`config.mk`:
```
export PLATFORM = sky130hd
export DESIGN_NAME = uart_tx_scheduler
export DESIGN_NICKNAME = d
export VERILOG_FILES = /design/src/rtl/uart_sched_pkg.sv /design/src/rtl/byte_fifo.sv /design/src/rtl/uart_tx_scheduler.sv
export SDC_FILE = /design/constraint.sdc
export NUM_CORES = 1
export LEC_CHECK = 0
export BUFFER_PORTS_ARGS = -buffer_cell sky130_fd_sc_hd__buf_2
export CAP_MARGIN = 5
export CORE_UTILIZATION = 25
export DETAILED_ROUTE_END_ITERATION = 6
export GPL_ROUTABILITY_DRIVEN = 0
export RECOVER_POWER = 50
export SLEW_MARGIN = 20
export SYNTH_ARGS = -nofsm -noshare
export SYNTH_HDL_FRONTEND = slang
export SYNTH_SLANG_ARGS = --single-unit
```
`constraint.sdc`:
```
create_clock -name clk -period 2.87 [get_ports clk]
set_input_delay 0.4305 -clock clk [delete_from_list [all_inputs] [get_ports clk]]
set_output_delay 0.4305 -clock clk [all_outputs]
set_load 0.005 [all_outputs]
```
`src/rtl/uart_sched_pkg.sv`:
```
// Shared types and helpers for the UART transmit scheduler and its per-requester byte FIFOs.
package uart_sched_pkg;

  localparam int unsigned BYTE_W = 8;

  typedef enum logic [1:0] {
    IDLE  = 2'd0,
    ISSUE = 2'd1,
    WBUSY = 2'd2,
    WDONE = 2'd3
  } state_e;

  // Bits needed to encode values below v, never less than one bit.
  function automatic int unsigned clog2_min1(input int unsigned v);
    int unsigned r;
    r = 1;
    for (int unsigned i = 1; i < 32; i++) begin
      if ((32'd1 << i) < v) r = i + 1;
    end
    return r;
  endfunction

endpackage

```
`src/rtl/byte_fifo.sv`:
```
// Small show-ahead byte FIFO; head byte is visible on pop_data whenever not empty.
module byte_fifo
  import uart_sched_pkg::*;
#(
  parameter int unsigned DEPTH = 4,
  parameter int unsigned CNT_W = clog2_min1(DEPTH + 1)
) (
  input  logic              clk,
  input  logic              rst_n,
  input  logic              push,
  input  logic [BYTE_W-1:0] push_data,
  input  logic              pop,
  output logic [BYTE_W-1:0] pop_data,
  output logic [CNT_W-1:0]  count,
  output logic              full,
  output logic              empty
);

  localparam int unsigned PTR_W = clog2_min1(DEPTH);

  logic [BYTE_W-1:0] mem_q [DEPTH];
  logic [PTR_W-1:0]  wr_ptr_q, wr_ptr_d;
  logic [PTR_W-1:0]  rd_ptr_q, rd_ptr_d;
  logic [CNT_W-1:0]  count_q, count_d;
  logic              do_push;
  logic              do_pop;

  assign full     = (count_q == CNT_W'(DEPTH));
  assign empty    = (count_q == '0);
  assign count    = count_q;
  assign pop_data = mem_q[rd_ptr_q];

  // A pop in the same cycle frees the slot, so a push while full still fits.
  assign do_push = push && (!full || pop);
  assign do_pop  = pop && !empty;

  always_comb begin
    wr_ptr_d = wr_ptr_q;
    rd_ptr_d = rd_ptr_q;
    count_d  = count_q;
    if (do_push) wr_ptr_d = wr_ptr_q + PTR_W'(1);
    if (do_pop)  rd_ptr_d = rd_ptr_q + PTR_W'(1);
    case ({do_push, do_pop})
      2'b10:   count_d = count_q + CNT_W'(1);
      2'b01:   count_d = count_q - CNT_W'(1);
      default: count_d = count_q;
    endcase
  end

  always_ff @(posedge clk or negedge rst_n) begin
    if (!rst_n) begin
      wr_ptr_q <= '0;
      rd_ptr_q <= '0;
      count_q  <= '0;
    end else begin
      wr_ptr_q <= wr_ptr_d;
      rd_ptr_q <= rd_ptr_d;
      count_q  <= count_d;
    end
  end

  // Storage needs no reset: count gates every read.
  always_ff @(posedge clk) begin
    if (do_push) mem_q[wr_ptr_q] <= push_data;
  end

endmodule

```
`src/rtl/uart_tx_scheduler.sv`:
```
// Round-robin arbiter that drains per-requester byte FIFOs into a single UART transmitter.
module uart_tx_scheduler
  import uart_sched_pkg::*;
#(
  parameter int unsigned N_REQ      = 2,
  parameter int unsigned FIFO_DEPTH = 4,
  parameter int unsigned BUSY_WAIT  = 8
) (
  input  logic                    clk,
  input  logic                    rst_n,
  input  logic [N_REQ-1:0]        req_valid,
  input  logic [BYTE_W*N_REQ-1:0] req_data,
  output logic [N_REQ-1:0]        req_ready,
  output logic [N_REQ-1:0]        req_overflow,
  input  logic                    ovf_clear,
  input  logic                    uart_w_ready,
  output logic                    uart_w_enable,
  output logic [BYTE_W-1:0]       uart_w_data,
  output logic [N_REQ-1:0]        grant,
  output logic                    busy
);

  localparam int unsigned IDX_W  = clog2_min1(N_REQ);
  localparam int unsigned CNT_W  = clog2_min1(FIFO_DEPTH + 1);
  localparam int unsigned WAIT_W = clog2_min1(BUSY_WAIT);

  state_e              state_q, state_d;
  logic [N_REQ-1:0]    grant_q, grant_d;
  logic [BYTE_W-1:0]   w_data_q, w_data_d;
  logic                w_enable_q, w_enable_d;
  logic                busy_q, busy_d;
  logic [IDX_W-1:0]    rr_q, rr_d;
  logic [IDX_W-1:0]    win_q, win_d;
  logic [WAIT_W-1:0]   wait_q, wait_d;
  logic [N_REQ-1:0]    ovf_q, ovf_d;

  logic [BYTE_W-1:0]   fifo_head  [N_REQ];
  logic [CNT_W-1:0]    fifo_count [N_REQ];
  logic [N_REQ-1:0]    fifo_full;
  logic [N_REQ-1:0]    fifo_empty;
  logic [N_REQ-1:0]    push_en;
  logic [N_REQ-1:0]    pop_en;

  logic                pick_found;
  logic [IDX_W-1:0]    pick_idx;
  int unsigned         scan_idx;

  for (genvar i = 0; i < N_REQ; i++) begin : g_fifo
    assign req_ready[i] = (fifo_count[i] < CNT_W'(FIFO_DEPTH));

    byte_fifo #(
      .DEPTH (FIFO_DEPTH),
      .CNT_W (CNT_W)
    ) u_fifo (
      .clk       (clk),
      .rst_n     (rst_n),
      .push      (push_en[i]),
      .push_data (req_data[BYTE_W*i +: BYTE_W]),
      .pop       (pop_en[i]),
      .pop_data  (fifo_head[i]),
      .count     (fifo_count[i]),
      .full      (fifo_full[i]),
      .empty     (fifo_empty[i])
    );
  end

  assign push_en = req_valid & req_ready;

  // Sticky overflow; a new drop in the clearing cycle keeps its bit set.
  assign ovf_d = (ovf_q & ~{N_REQ{ovf_clear}}) | (req_valid & fifo_full);

  // First nonempty FIFO at or after the round-robin pointer, wrapping.
  always_comb begin
    pick_found = 1'b0;
    pick_idx   = '0;
    scan_idx   = 0;
    for (int unsigned k = 0; k < N_REQ; k++) begin
      scan_idx = 32'(rr_q) + k;
      if (scan_idx >= N_REQ) scan_idx = scan_idx - N_REQ;
      if (!pick_found && !fifo_empty[IDX_W'(scan_idx)]) begin
        pick_found = 1'b1;
        pick_idx   = IDX_W'(scan_idx);
      end
    end
  end

  always_comb begin
    state_d    = state_q;
    grant_d    = grant_q;
    w_data_d   = w_data_q;
    w_enable_d = 1'b0;
    rr_d       = rr_q;
    win_d      = win_q;
    wait_d     = wait_q;
    pop_en     = '0;

    case (state_q)
      IDLE: begin
        if (pick_found && uart_w_ready) begin
          pop_en[pick_idx] = 1'b1;
          w_data_d         = fifo_head[pick_idx];
          grant_d          = N_REQ'(1) << pick_idx;
          win_d            = pick_idx;
          w_enable_d       = 1'b1;
          state_d          = ISSUE;
        end
      end
      ISSUE: begin
        wait_d  = '0;
        state_d = WBUSY;
      end
      WBUSY: begin
        // A UART that never drops ready is treated as done after the wait window.
        if (!uart_w_ready || (wait_q == WAIT_W'(BUSY_WAIT - 1))) begin
          state_d = WDONE;
        end else begin
          wait_d = wait_q + WAIT_W'(1);
        end
      end
      WDONE: begin
        if (uart_w_ready) begin
          state_d = IDLE;
          grant_d = '0;
          rr_d    = (win_q == IDX_W'(N_REQ - 1)) ? '0 : win_q + IDX_W'(1);
        end
      end
      default: state_d = IDLE;
    endcase

    busy_d = (state_d != IDLE);
  end

  always_ff @(posedge clk or negedge rst_n) begin
    if (!rst_n) begin
      state_q    <= IDLE;
      grant_q    <= '0;
      w_data_q   <= '0;
      w_enable_q <= 1'b0;
      busy_q     <= 1'b0;
      rr_q       <= '0;
      win_q      <= '0;
      wait_q     <= '0;
      ovf_q      <= '0;
    end else begin
      state_q    <= state_d;
      grant_q    <= grant_d;
      w_data_q   <= w_data_d;
      w_enable_q <= w_enable_d;
      busy_q     <= busy_d;
      rr_q       <= rr_d;
      win_q      <= win_d;
      wait_q     <= wait_d;
      ovf_q      <= ovf_d;
    end
  end

  assign uart_w_enable = w_enable_q;
  assign uart_w_data   = w_data_q;
  assign grant         = grant_q;
  assign busy          = busy_q;
  assign req_overflow  = ovf_q;

endmodule

```
* Word-level counts from Yosys, hierarchy flattened
Memories as Yosys holds them, arrays and structs flattened.
Index checks and enable logic that the tools add are counted.
** Word-level totals
- Input bits :: 22
- Output and inout bits :: 16
- Register bits after elaboration :: 35
- Memories :: 2
- Memory bits (writable) :: 64
- Word-level logic and storage cells :: 122
** Memories
- g_fifo[0].u_fifo.mem_q :: depth 4, width 8, rd ports 1, clocked after Yosys merged registers in 0, wr ports 1, RTL line byte_fifo.sv:21 : logic [BYTE_W-1:0] mem_q [DEPTH];
- g_fifo[1].u_fifo.mem_q :: depth 4, width 8, rd ports 1, clocked after Yosys merged registers in 0, wr ports 1, RTL line byte_fifo.sv:21
** Cells by class
- Shift operators :: 1
- Eq/ne operators :: 13
- Bitwise gates (word level) :: 6
- Magnitude comparators :: 9
- Add/sub/neg operators :: 13
- Reduce and logical (&&, ||, !) cells :: 28
- Muxes and demuxes :: 35
** Operators by type and width (number)
- $mux W8 :: 3
- $mux W1 :: 18
- $pmux W3 S2 :: 3
- $mux W2 :: 7
- $reduce_bool A2 Y1 :: 5
- $add A3 B1 Y3 const B :: 3
- $eq A3 B3 Y1 const B :: 3
- $add A2 B1 Y2 const B :: 4
- $eq A2 B2 Y1 const B :: 4
- $pmux W2 S4 :: 1
- $logic_and A1 B1 Y1 :: 7
- $and A2 B2 Y2 :: 3
- $eq A2 B1 Y1 const B :: 3
- $logic_not A1 Y1 :: 6
- $logic_not A3 Y1 :: 2
- $lt A1 B2 Y1 const B :: 3
- $lt A3 B3 Y1 const B :: 2
- $ne A2 B2 Y1 const B :: 3
- $reduce_and A2 Y1 :: 3
- $sub A3 B1 Y3 const B :: 2
- $ge A2 B2 Y1 const B :: 2
- $pmux W2 S2 :: 1
- $logic_or A1 B1 Y1 :: 3
- $mux W3 :: 1
- other kinds (12) :: 13

* Logic depth before layout (Yosys ltp)
Gate-level depths: netlist of run 1.
- Word-level depth :: 18
- Gate-level depth with buffers :: 10
- Mapped depth without buffers :: 9

* Modules after synthesis
Synthesis of run 1 repeated with hierarchy kept, for this count alone.
** Second synthesis, totals
- Cell total of the unflattened synthesis :: 245
- Area total of the unflattened synthesis :: 4177.8 µm²
** Modules (own cells, without submodules)
- byte_fifo :: cells an instance 80, area an instance 1587.8 µm², sequential area each 1136.1 µm², times used 2
- uart_tx_scheduler :: cells an instance 85, area an instance 1002.2 µm², sequential area each 525.5 µm², times used 1

* Worst setup path before layout of run 1
Ideal clock, no wire load.
- Path type :: register to register
- Start point :: register g_fifo[1].u_fifo.count_q[1]
- End point :: register g_fifo[0].u_fifo.count_q[2]
- Stages on the path, launching flop included :: 10
- Path buffers :: 0
- Data arrival time :: 2116 ps
- Data required time :: 2790 ps
- Path slack :: 674 ps
- Cell sequence :: dfrtp_1 -> o31ai_2 -> nand3_2 -> inv_1 -> ha_1 -> inv_1 -> fa_1 -> xor2_1 -> nor2_1 -> xnor2_1
** Between the ends
- Elaborated cells on any way between the ends :: 26
- Those cells by class :: order compare (2); eq/ne (2); mux (13); reduce/logical (9)
** RTL lines
- from (decl) :: RTL line byte_fifo.sv:24 : logic [CNT_W-1:0] count_q, count_d;
- from (signal assigned) :: RTL line byte_fifo.sv:58 : count_q <= count_d;
- $logic_not A3 Y1 (*) :: RTL line byte_fifo.sv:29 : assign empty = (count_q == '0);
- $mux W1 (not written as such) (2 in series) :: RTL line uart_tx_scheduler.sv:80 : if (!pick_found && !fifo_empty[IDX_W'(scan_idx)]) begin
- $logic_not A1 Y1 :: RTL line uart_tx_scheduler.sv:80
- $logic_and A1 B1 Y1 :: RTL line uart_tx_scheduler.sv:80
- $mux W1 :: RTL line uart_tx_scheduler.sv:80
- $lt A1 B2 Y1 (not written as such) / $ge A1 B1 Y1 (equally long branches) :: RTL line uart_tx_scheduler.sv:100 : pop_en[pick_idx] = 1'b1;
- $logic_and A1 B1 Y1 (not written as such) :: RTL line uart_tx_scheduler.sv:100
- $mux W1 (not written as such) :: RTL line uart_tx_scheduler.sv:100
- $demux W1 S1 :: RTL line uart_tx_scheduler.sv:100
- $mux W2 (*) :: RTL line uart_tx_scheduler.sv:99 : if (pick_found && uart_w_ready) begin
- $mux W2 (*) :: RTL line uart_tx_scheduler.sv:97 : case (state_q)
- $logic_and A1 B1 Y1 (*) :: RTL line byte_fifo.sv:35 : assign do_pop = pop && !empty;
- via g_fifo[0].u_fifo.do_pop :: RTL line byte_fifo.sv:26 : logic do_pop;
- $eq A2 B1 Y1 / $eq A2 B2 Y1 (equally long branches) :: RTL line byte_fifo.sv:43 : case ({do_push, do_pop})
- $pmux W3 S2 / $reduce_bool A2 Y1 (equally long branches)
- to (signal assigned) :: RTL line byte_fifo.sv:58
- to (decl) :: RTL line byte_fifo.sv:24
The timed path passes the listed nets; every way through them passes the cells marked *. The select of a mux whose other input is x is not followed.
A chain may end at the register's enable or synchronous reset.

* Worst setup path in the final report of run 1
- Start point :: register state_q[0]
- End point :: register g_fifo[0].u_fifo.count_q[2]
** Between the ends
- Elaborated cells on any way between the ends :: 9
- Those cells by class :: eq/ne (2); mux (2); reduce/logical (5)
** RTL lines
- from (decl) :: RTL line uart_tx_scheduler.sv:27 : state_e state_q, state_d;
- from (signal assigned) :: RTL line uart_tx_scheduler.sv:145 : state_q <= state_d;
- $logic_not A2 Y1 (*) :: RTL line uart_tx_scheduler.sv:97
- $mux W2 (*) :: RTL line uart_tx_scheduler.sv:97
- $logic_and A1 B1 Y1 (*) :: RTL line byte_fifo.sv:35
- via g_fifo[0].u_fifo.do_pop :: RTL line byte_fifo.sv:26
- $eq A2 B1 Y1 / $eq A2 B2 Y1 (equally long branches) :: RTL line byte_fifo.sv:43
- $pmux W3 S2 / $reduce_bool A2 Y1 (equally long branches)
The timed path passes the listed nets; every way through them passes the cells marked *.

==> summary.md, run 1 <==
| Metric | Value |
|---|---|
| Outcome | `complete, but fails checks` |
| Failing checks | `capacitance limit, slew limit` |
| DIE WIDTH | `~130 um` |
| Met3 Usage GRT | `between 3 and 4%` |
| Inserted Diodes | `0` |
| Worst-margin pin slew | `roughly 1.9 ns` |
| PwrDens | `about 970 nW/um2` |
| Inst Count DP | `between 500 and 600` |
| Lkg Pwr | `around 1.8 nW` |
| Syn Inst Count | `approximately 260` |
| DP HPWL | `around 5400 um` |
| Hold path depth | `2` |
| Ys flop type | `edfxtp_1` |
| Post-Route WL | `about 7600 um` |
| TritonCTS Sinks | `~100` |
| Fin. max-slew vios | `36` |
| GRT Max-Usage Layer | `met2` |
| TritonCTS clock tree | `yes` |
| DRC Markers | `0` |
| Via density | `4.19` |
| H-tree levels | `3` |
| Initial DRC count | `around 160` |
| Sequential area share after synthesis | `between 60% and 70%` |
| Final setup skew | `roughly 0.0084 ns` |
| Post-synth EDFFs | `between 60 and 70` |
| Mapped Nets | `292` |
| Worst hold path class | `input pin to flip-flop` |
| Antenna violations before repair | `0` |
| Final min period | `2.24 ns` |
| Clk root buf | `clkbuf_16` |
| Via count | `2168` |
| Hold endpoint | `req_overflow[0]` |
| Final Hold Vio Count | `0` |
| Worst r2r src | `state_q[0]` |
| Core Rows | `46` |
| CTS max path bufs | `2` |
| Reg2Reg Setup Slack | `between 0.6 and 0.7 ns` |
| TritonCTS Buffers | `9` |
| Die ar. | `approximately 17000 um2` |
| All-layer global routing usage | `around a tenth` |
| Register clock-pin slew on the reported worst setup and hold paths | `about 0.070 ns` |
| RSZ-0062 raised after global routing | `false` |
| FF-to-FF End | `g_fifo[0].u_fifo.count[2]` |
| DRT Pass-1 Iters | `4` |
| Vias in the first global route | `around 2300` |
| YS warnings | `0` |
| Hold path start | `ovf_clear` |
| Initial core utilization | `between 20 and 30%` |
| DIE HEIGHT | `between 100 and 150 um` |
| Finished Layout Cells | `518` |
| Crit. End Element | `flip-flop` |
| ANT nets after route | `0` |
| Rel. slew slack | `-29.3%` |
| Grt met1 use | `11.9%` |
| Synth cell types | `41` |
| Kind of critical path | `flip-flop to flip-flop` |
| CP Data Required Time | `around 3.1 ns` |
| Final #Nets | `333` |
| CP startpoint kind | `flip-flop` |
| Maximum VDD drop | `about 0.00037 V` |
| Cts hold-fix bufs | `0` |
| Number of port buffers | `37` |
| CORE AREA | `roughly 16000 um2` |
| WL/cell | `around 15 um` |
| Commonest non-fill, non-tap cell in the layout | `edfxtp_1` |
| Synth Register Bits | `between 90 and 100` |
| Mapped cell area | `approximately 4200 um2` |
| Worst-path fanout max | `12` |
| Layout cells sized above 1 | `a little under a quarter` |
| Most frequent cells in the layout | `edfxtp_1, inv_1, dfrtp_1` |
| Final setup violation count | `0` |
| Final period util | `between 70% and 80%` |
| First-pass GRT wire length | `approximately 12000 um` |
| Worst r2r path cells | `10` |
| GR Util met2 | `14.7%` |
| GRT overflow | `0` |
| Clk Latency, worst-skew pair | `around 0.35 ns` |
| Resize count post-CTS | `0` |
| Syn_area_per_cell | `approximately 16 um2` |
| Fmax | `around 450 MHz` |
| Setup bufs post-CTS | `0` |
| Arr. time, crit path | `2.51 ns` |
| Fin Setup TNS | `0 ns` |
| Top Ports | `38` |
| Largest net degree at the start of global routing | `36` |
| Post-synth ARST share | `between 30 and 40%` |
| Syn-to-layout area delta | `16.7%` |
| Max cap viols | `1` |
-- power breakdown --
group	switching, mW	internal, mW
registers	0.333	1.89
logic	0.647	0.667
clock network	0.519	0.649
-- per-stage QoR --
stage          hold WS [ns]  setup slack [ns]  cell area, um2  utilization, %  total power [mW]
6_report              0.299             0.632            4870            30.2              4.71
4_1_cts               0.193             0.633            4890            30.4              4.79
3_5_place_dp          0.508             0.547            4600            28.6              3.61
3_3_place_gp          0.500             0.630            4600            28.6              3.55
2_1_floorplan         0.135             0.674            4180               -              3.15
5_1_grt               0.300             0.438            4870            30.2              5.02
-- sequential cells by signal (all words and copies together) (netlist names) --
signal and cells:
g_fifo.u_fifo.rd_ptr_q 4, g_fifo.u_fifo.mem_q 64, wait_q 3, req_overflow 2, g_fifo.u_fifo.count 6, uart_w_data 8, g_fifo.u_fifo.wr_ptr_q 4, state_q 2
uart_w_enable 1, busy 1, grant 2, rr_q 1, win_q 1
-- Yosys cell counts (2+ instances only) --
master	instances	area share, %
o2bb2ai_1	3	0.63
nand4_1	9	1.3
xor2_1	2	0.42
inv_1	40	3.6
mux4_2	16	8.6
dfrtp_1	35	21
or3_4	2	0.54
ha_1	12	3.6
a22oi_1	2	0.36
xnor2_1	10	2.1
nor2b_1	2	0.30
and2_1	8	1.2
o221ai_2	5	1.8
edfxtp_1	64	46
o221ai_1	3	0.63
mux2i_1	3	0.72
o21ai_0	3	0.36
buf_2	3	0.36
fa_1	2	0.96
clkbuf_1	4	0.36
nand2_1	4	0.36
o31ai_2	3	0.90
o32ai_1	2	0.42
nor2_1	2	0.18
-- critical path, cell delays in order, from the launching register on --
cell	delay, ns
dfrtp_1	0.45
nor3b_2	0.27
buf_4	0.24
nand3_2	0.13
inv_1	0.08
ha_1	0.17
inv_1	0.06
fa_1	0.37
xor2_1	0.15
nor2_1	0.11
xnor2_1	0.12
-- kinds of logic after synthesis --
family                   synth area share [%]
AO/OA/AOI/OAI                            6.41
XOR/XNOR                                 2.52
adder cells (fa/ha/maj)                  4.55
buffers and inverters                    4.85
flip-flops                               67.0
multiplexers                             9.61
AND/OR/NAND/NOR                          5.09
-- how the worst max path moves through the flow --
stage / slack [ns] / from / to / depth (start not counted)
floorplan: 0.67 / g_fifo[1].u_fifo.count[1] / g_fifo[0].u_fifo.count[2] / 9
global placement: 0.63 / uart_w_ready / g_fifo[0].u_fifo.count[2] / 11
detailed placement: 0.55 / uart_w_ready / g_fifo[0].u_fifo.count[2] / 11
CTS: 0.63 / state_q[0] / g_fifo[0].u_fifo.count[2] / 10
global route: 0.44 / state_q[0] / g_fifo[0].u_fifo.count[2] / 10
finish: 0.63 / state_q[0] / g_fifo[0].u_fifo.count[2] / 10
-- final cells by class --
| class | instances | area, um2 |
|---|---|---|
| tap | 216 | 270 |
| clock inverter | 4 | 33.8 |
| timing repair buffer | 40 | 186 |
| fill | 1617 | 11200 |
| inverter | 40 | 150 |
| multi-input combinational | 107 | 1180 |
| clock buffer | 12 | 258 |
| sequential | 99 | 2800 |
-- per-layer routing --
metal | routed length, um | part of all wire [%] | vias up
met5 | 0 | 0 | -
met1 | 3480 | 46 | 1093
met4 | 128 | 1.7 | 0
li1 | - | - | 1022
met3 | 365 | 4.8 | 7
met2 | 3670 | 48 | 46
Note: power is estimated with default switching activity, not from simulation.
==> run 2, diff against run 1 <==
==> constraint.sdc (replaced) <==
create_clock -name clk -period 2.2 [get_ports clk]
set_input_delay 0.33 -clock clk [delete_from_list [all_inputs] [get_ports clk]]
set_output_delay 0.33 -clock clk [all_outputs]
set_load 0.005 [all_outputs]
==> run 2 against run 1 <==
Effect of this change:
- the flow still finishes with violations (capacitance limit, slew limit)
- maximum frequency is 11% higher
- final cell count grew 1.4%
- die area stayed put
- largest cell class unchanged
==> summary.md, run 2 (synthesized netlist as in run 1, its figures left out) <==
| Metric | Value |
|---|---|
| TritonCTS clock tree | `yes (unchanged)` |
| Outcome | `complete, but fails checks (unchanged)` |
| Top Ports | `38 (unchanged)` |
| Biggest register | `g_fifo.u_fifo.mem_q (unchanged)` |
| Finished Layout Cells | `525 (was 518)` |
| Final min period | `2.02 ns (was 2.24 ns)` |
| Syn-to-layout area delta | `18.1% (was 16.7%)` |
| Seq. cell area | `2800 um2 (unchanged)` |
| Lkg Pwr | `1.87 nW (was 1.84 nW)` |
| Failing checks | `capacitance limit, slew limit (unchanged)` |
| WL/cell | `15.2 um (was 14.8 um)` |
| Register clock-pin slew on the reported worst setup and hold paths | `0.07 ns (about the same)` |
| Max FFs per register | `64 (unchanged)` |
| Arr. time, crit path | `2.29 ns (was 2.51 ns)` |
| DIE WIDTH | `131 um (unchanged)` |
| Final Hold Vio Count | `0 (unchanged)` |
| Most frequent cells in the layout | `edfxtp_1, inv_1, dfrtp_1 (unchanged)` |
| CP startpoint kind | `flip-flop (unchanged)` |
| CP Data Required Time | `2.47 ns (was 3.14 ns)` |
| Rel. slew slack | `-30.5% (was -29.3%)` |
| Area of the multi-input gates | `1180 um2 (about the same)` |
| Buf/Inv on CP | `2 (was 3)` |
| Final #Nets | `339 (was 333)` |
| Crit-path cells | `nor3_1, o211ai_1, inv_1, ha_1, inv_1, fa_1, xor2_1, nor2_1, xnor2_1 (was nor3b_2, buf_4, nand3_2, inv_1, ha_1, inv_1, fa_1, xor2_1, nor2_1, xnor2_1)` |
| DRC Markers | `0 (unchanged)` |
| Via density | `4.16 (was 4.19)` |
| Clk Latency, worst-skew pair | `0.35 ns (about the same)` |
| Setup ws final | `0.180 ns (was 0.632 ns)` |
| Core Rows | `46 (unchanged)` |
| Initial DRC count | `116 (was 163)` |
| ANT nets after route | `0 (unchanged)` |
| Vias in the first global route | `2336 (was 2262)` |
| RSZ-0062 raised after global routing | `false (unchanged)` |
| Fin Setup TNS | `0 ns (unchanged)` |
| Final period util | `91.8% (was 78.0%)` |
| Initial core utilization | `25.9% (unchanged)` |
| Inst Count DP | `508 (was 502)` |
| CP delay by family, top | `adder cells (unchanged)` |
| Antenna violations before repair | `1 (was 0)` |
| Post-Route WL | `7990 um (was 7650 um)` |
| Crit. End Element | `flip-flop (unchanged)` |
| Place WS | `0.144 ns (was 0.547 ns)` |
| Worst hold path class | `input pin to flip-flop (unchanged)` |
| TritonCTS Buffers | `9 (unchanged)` |
| TritonCTS Sinks | `99 (unchanged)` |
| Number of port buffers | `37 (unchanged)` |
| Setup bufs post-CTS | `0 (unchanged)` |
| Max incr delay on CP | `0.43 ns (was 0.45 ns)` |
| GRT overflow | `0 (unchanged)` |
| Maximum VDD drop | `0.000418 V (was 0.000368 V)` |
| Clk root buf | `clkbuf_16 (unchanged)` |
| Final setup skew | `0.0102 ns (was 0.00841 ns)` |
| All-layer global routing usage | `10.0% (was 9.47%)` |
| Final setup violation count | `0 (unchanged)` |
| First-pass GRT wire length | `12700 um (was 12200 um)` |
| H-tree levels | `3 (unchanged)` |
| Worst path slowest cell | `dfrtp_1 (unchanged)` |
| Commonest non-fill, non-tap cell in the layout | `edfxtp_1 (unchanged)` |
| Worst-path fanout max | `5 (was 12)` |
| Die ar. | `17200 um2 (unchanged)` |
| CP most frequent cell | `inv_1 (unchanged)` |
| PwrDens | `1280 nW/um2 (was 966 nW/um2)` |
| Layout cells sized above 1 | `23.1% (was 22.5%)` |
| Final core utilization | `30.6% (was 30.2%)` |
| Largest net degree at the start of global routing | `36 (unchanged)` |
| Fmax | `495 MHz (was 447 MHz)` |
| Worst-margin pin slew | `1.96 ns (was 1.94 ns)` |
| CTS max path bufs | `2 (unchanged)` |
| CORE AREA | `16100 um2 (unchanged)` |
| DIE HEIGHT | `131 um (unchanged)` |
| Fill count | `1630 (was 1617)` |
| Kind of critical path | `flip-flop to flip-flop (unchanged)` |
| DRT Pass-1 Iters | `4 (unchanged)` |
| DP HPWL | `5690 um (was 5450 um)` |
| Max cap viols | `1 (unchanged)` |
| Fin. max-slew vios | `36 (unchanged)` |
| Via count | `2183 (was 2168)` |
run 2: what timing repair did:
| action | 4_1_cts | 5_1_grt |
|---|---|---|
| setup endpoints to repair | 0 | 1 |
| hold buffers | 0 | 0 |
| resized for setup | 0 | 1 |
run 2: final cells by class:
type                            instances  area share, %
Clock buffer                           13           5.38
Timing Repair Buffer                   46           4.46
Antenna cell                            1         0.0507
Tap cell                              216           5.48
Clock inverter                          3          0.913
Sequential cell                        99           56.7
Multi-Input combinational cell        107           24.0
Inverter                               40           3.04
run 2: routing by layer:
layer  wire (um)  vias up  GRT usage [%]  part of all wire [%]
li1            -     1031              -                     -
met2        3900       36           15.9                    49
met3         414        7           3.82                   5.2
met5           0        -              0                     0
met1        3570     1109           12.5                    45
met4          97        0           3.29                   1.2
run 2: through the flow:
| stage | power (mW) | area (um2) | hold slack, ns |
|---|---|---|---|
| floorplan | 4.11 | 4180 | 0.0344 |
| global placement | 4.69 | 4650 | 0.468 |
| detailed placement | 4.77 | 4650 | 0.474 |
| CTS | 6.43 | 4960 | 0.0876 |
| global route | 6.72 | 4930 | 0.199 |
| finish | 6.31 | 4930 | 0.202 |
run 2: final timing paths:
| kind | endpoint | startpoint | cells past startpoint | slack, ns |
|---|---|---|---|---|
| min reg2reg | win_q | win_q | 2 | 0.52 |
| min | req_overflow[1] | ovf_clear | 2 | 0.20 |
| max reg2reg | g_fifo[1].u_fifo.count[2] | g_fifo[0].u_fifo.count[0] | 9 | 0.18 |
| max | g_fifo[1].u_fifo.count[2] | g_fifo[0].u_fifo.count[0] | 9 | 0.18 |
| max in group asynchronous | g_fifo[1].u_fifo.wr_ptr_q[1] | rst_n | 1 | 0.54 |
| min in group asynchronous | wait_q[0] | rst_n | 1 | 0.53 |
run 2: power breakdown:
| group | internal (mW) | switching (mW) | total, mW | leakage, nW |
|---|---|---|---|---|
| Combinational | 0.904 | 0.919 | 1.82 | 0.711 |
| Sequential | 2.47 | 0.371 | 2.84 | 1.01 |
| Clock | 0.970 | 0.673 | 1.64 | 0.153 |
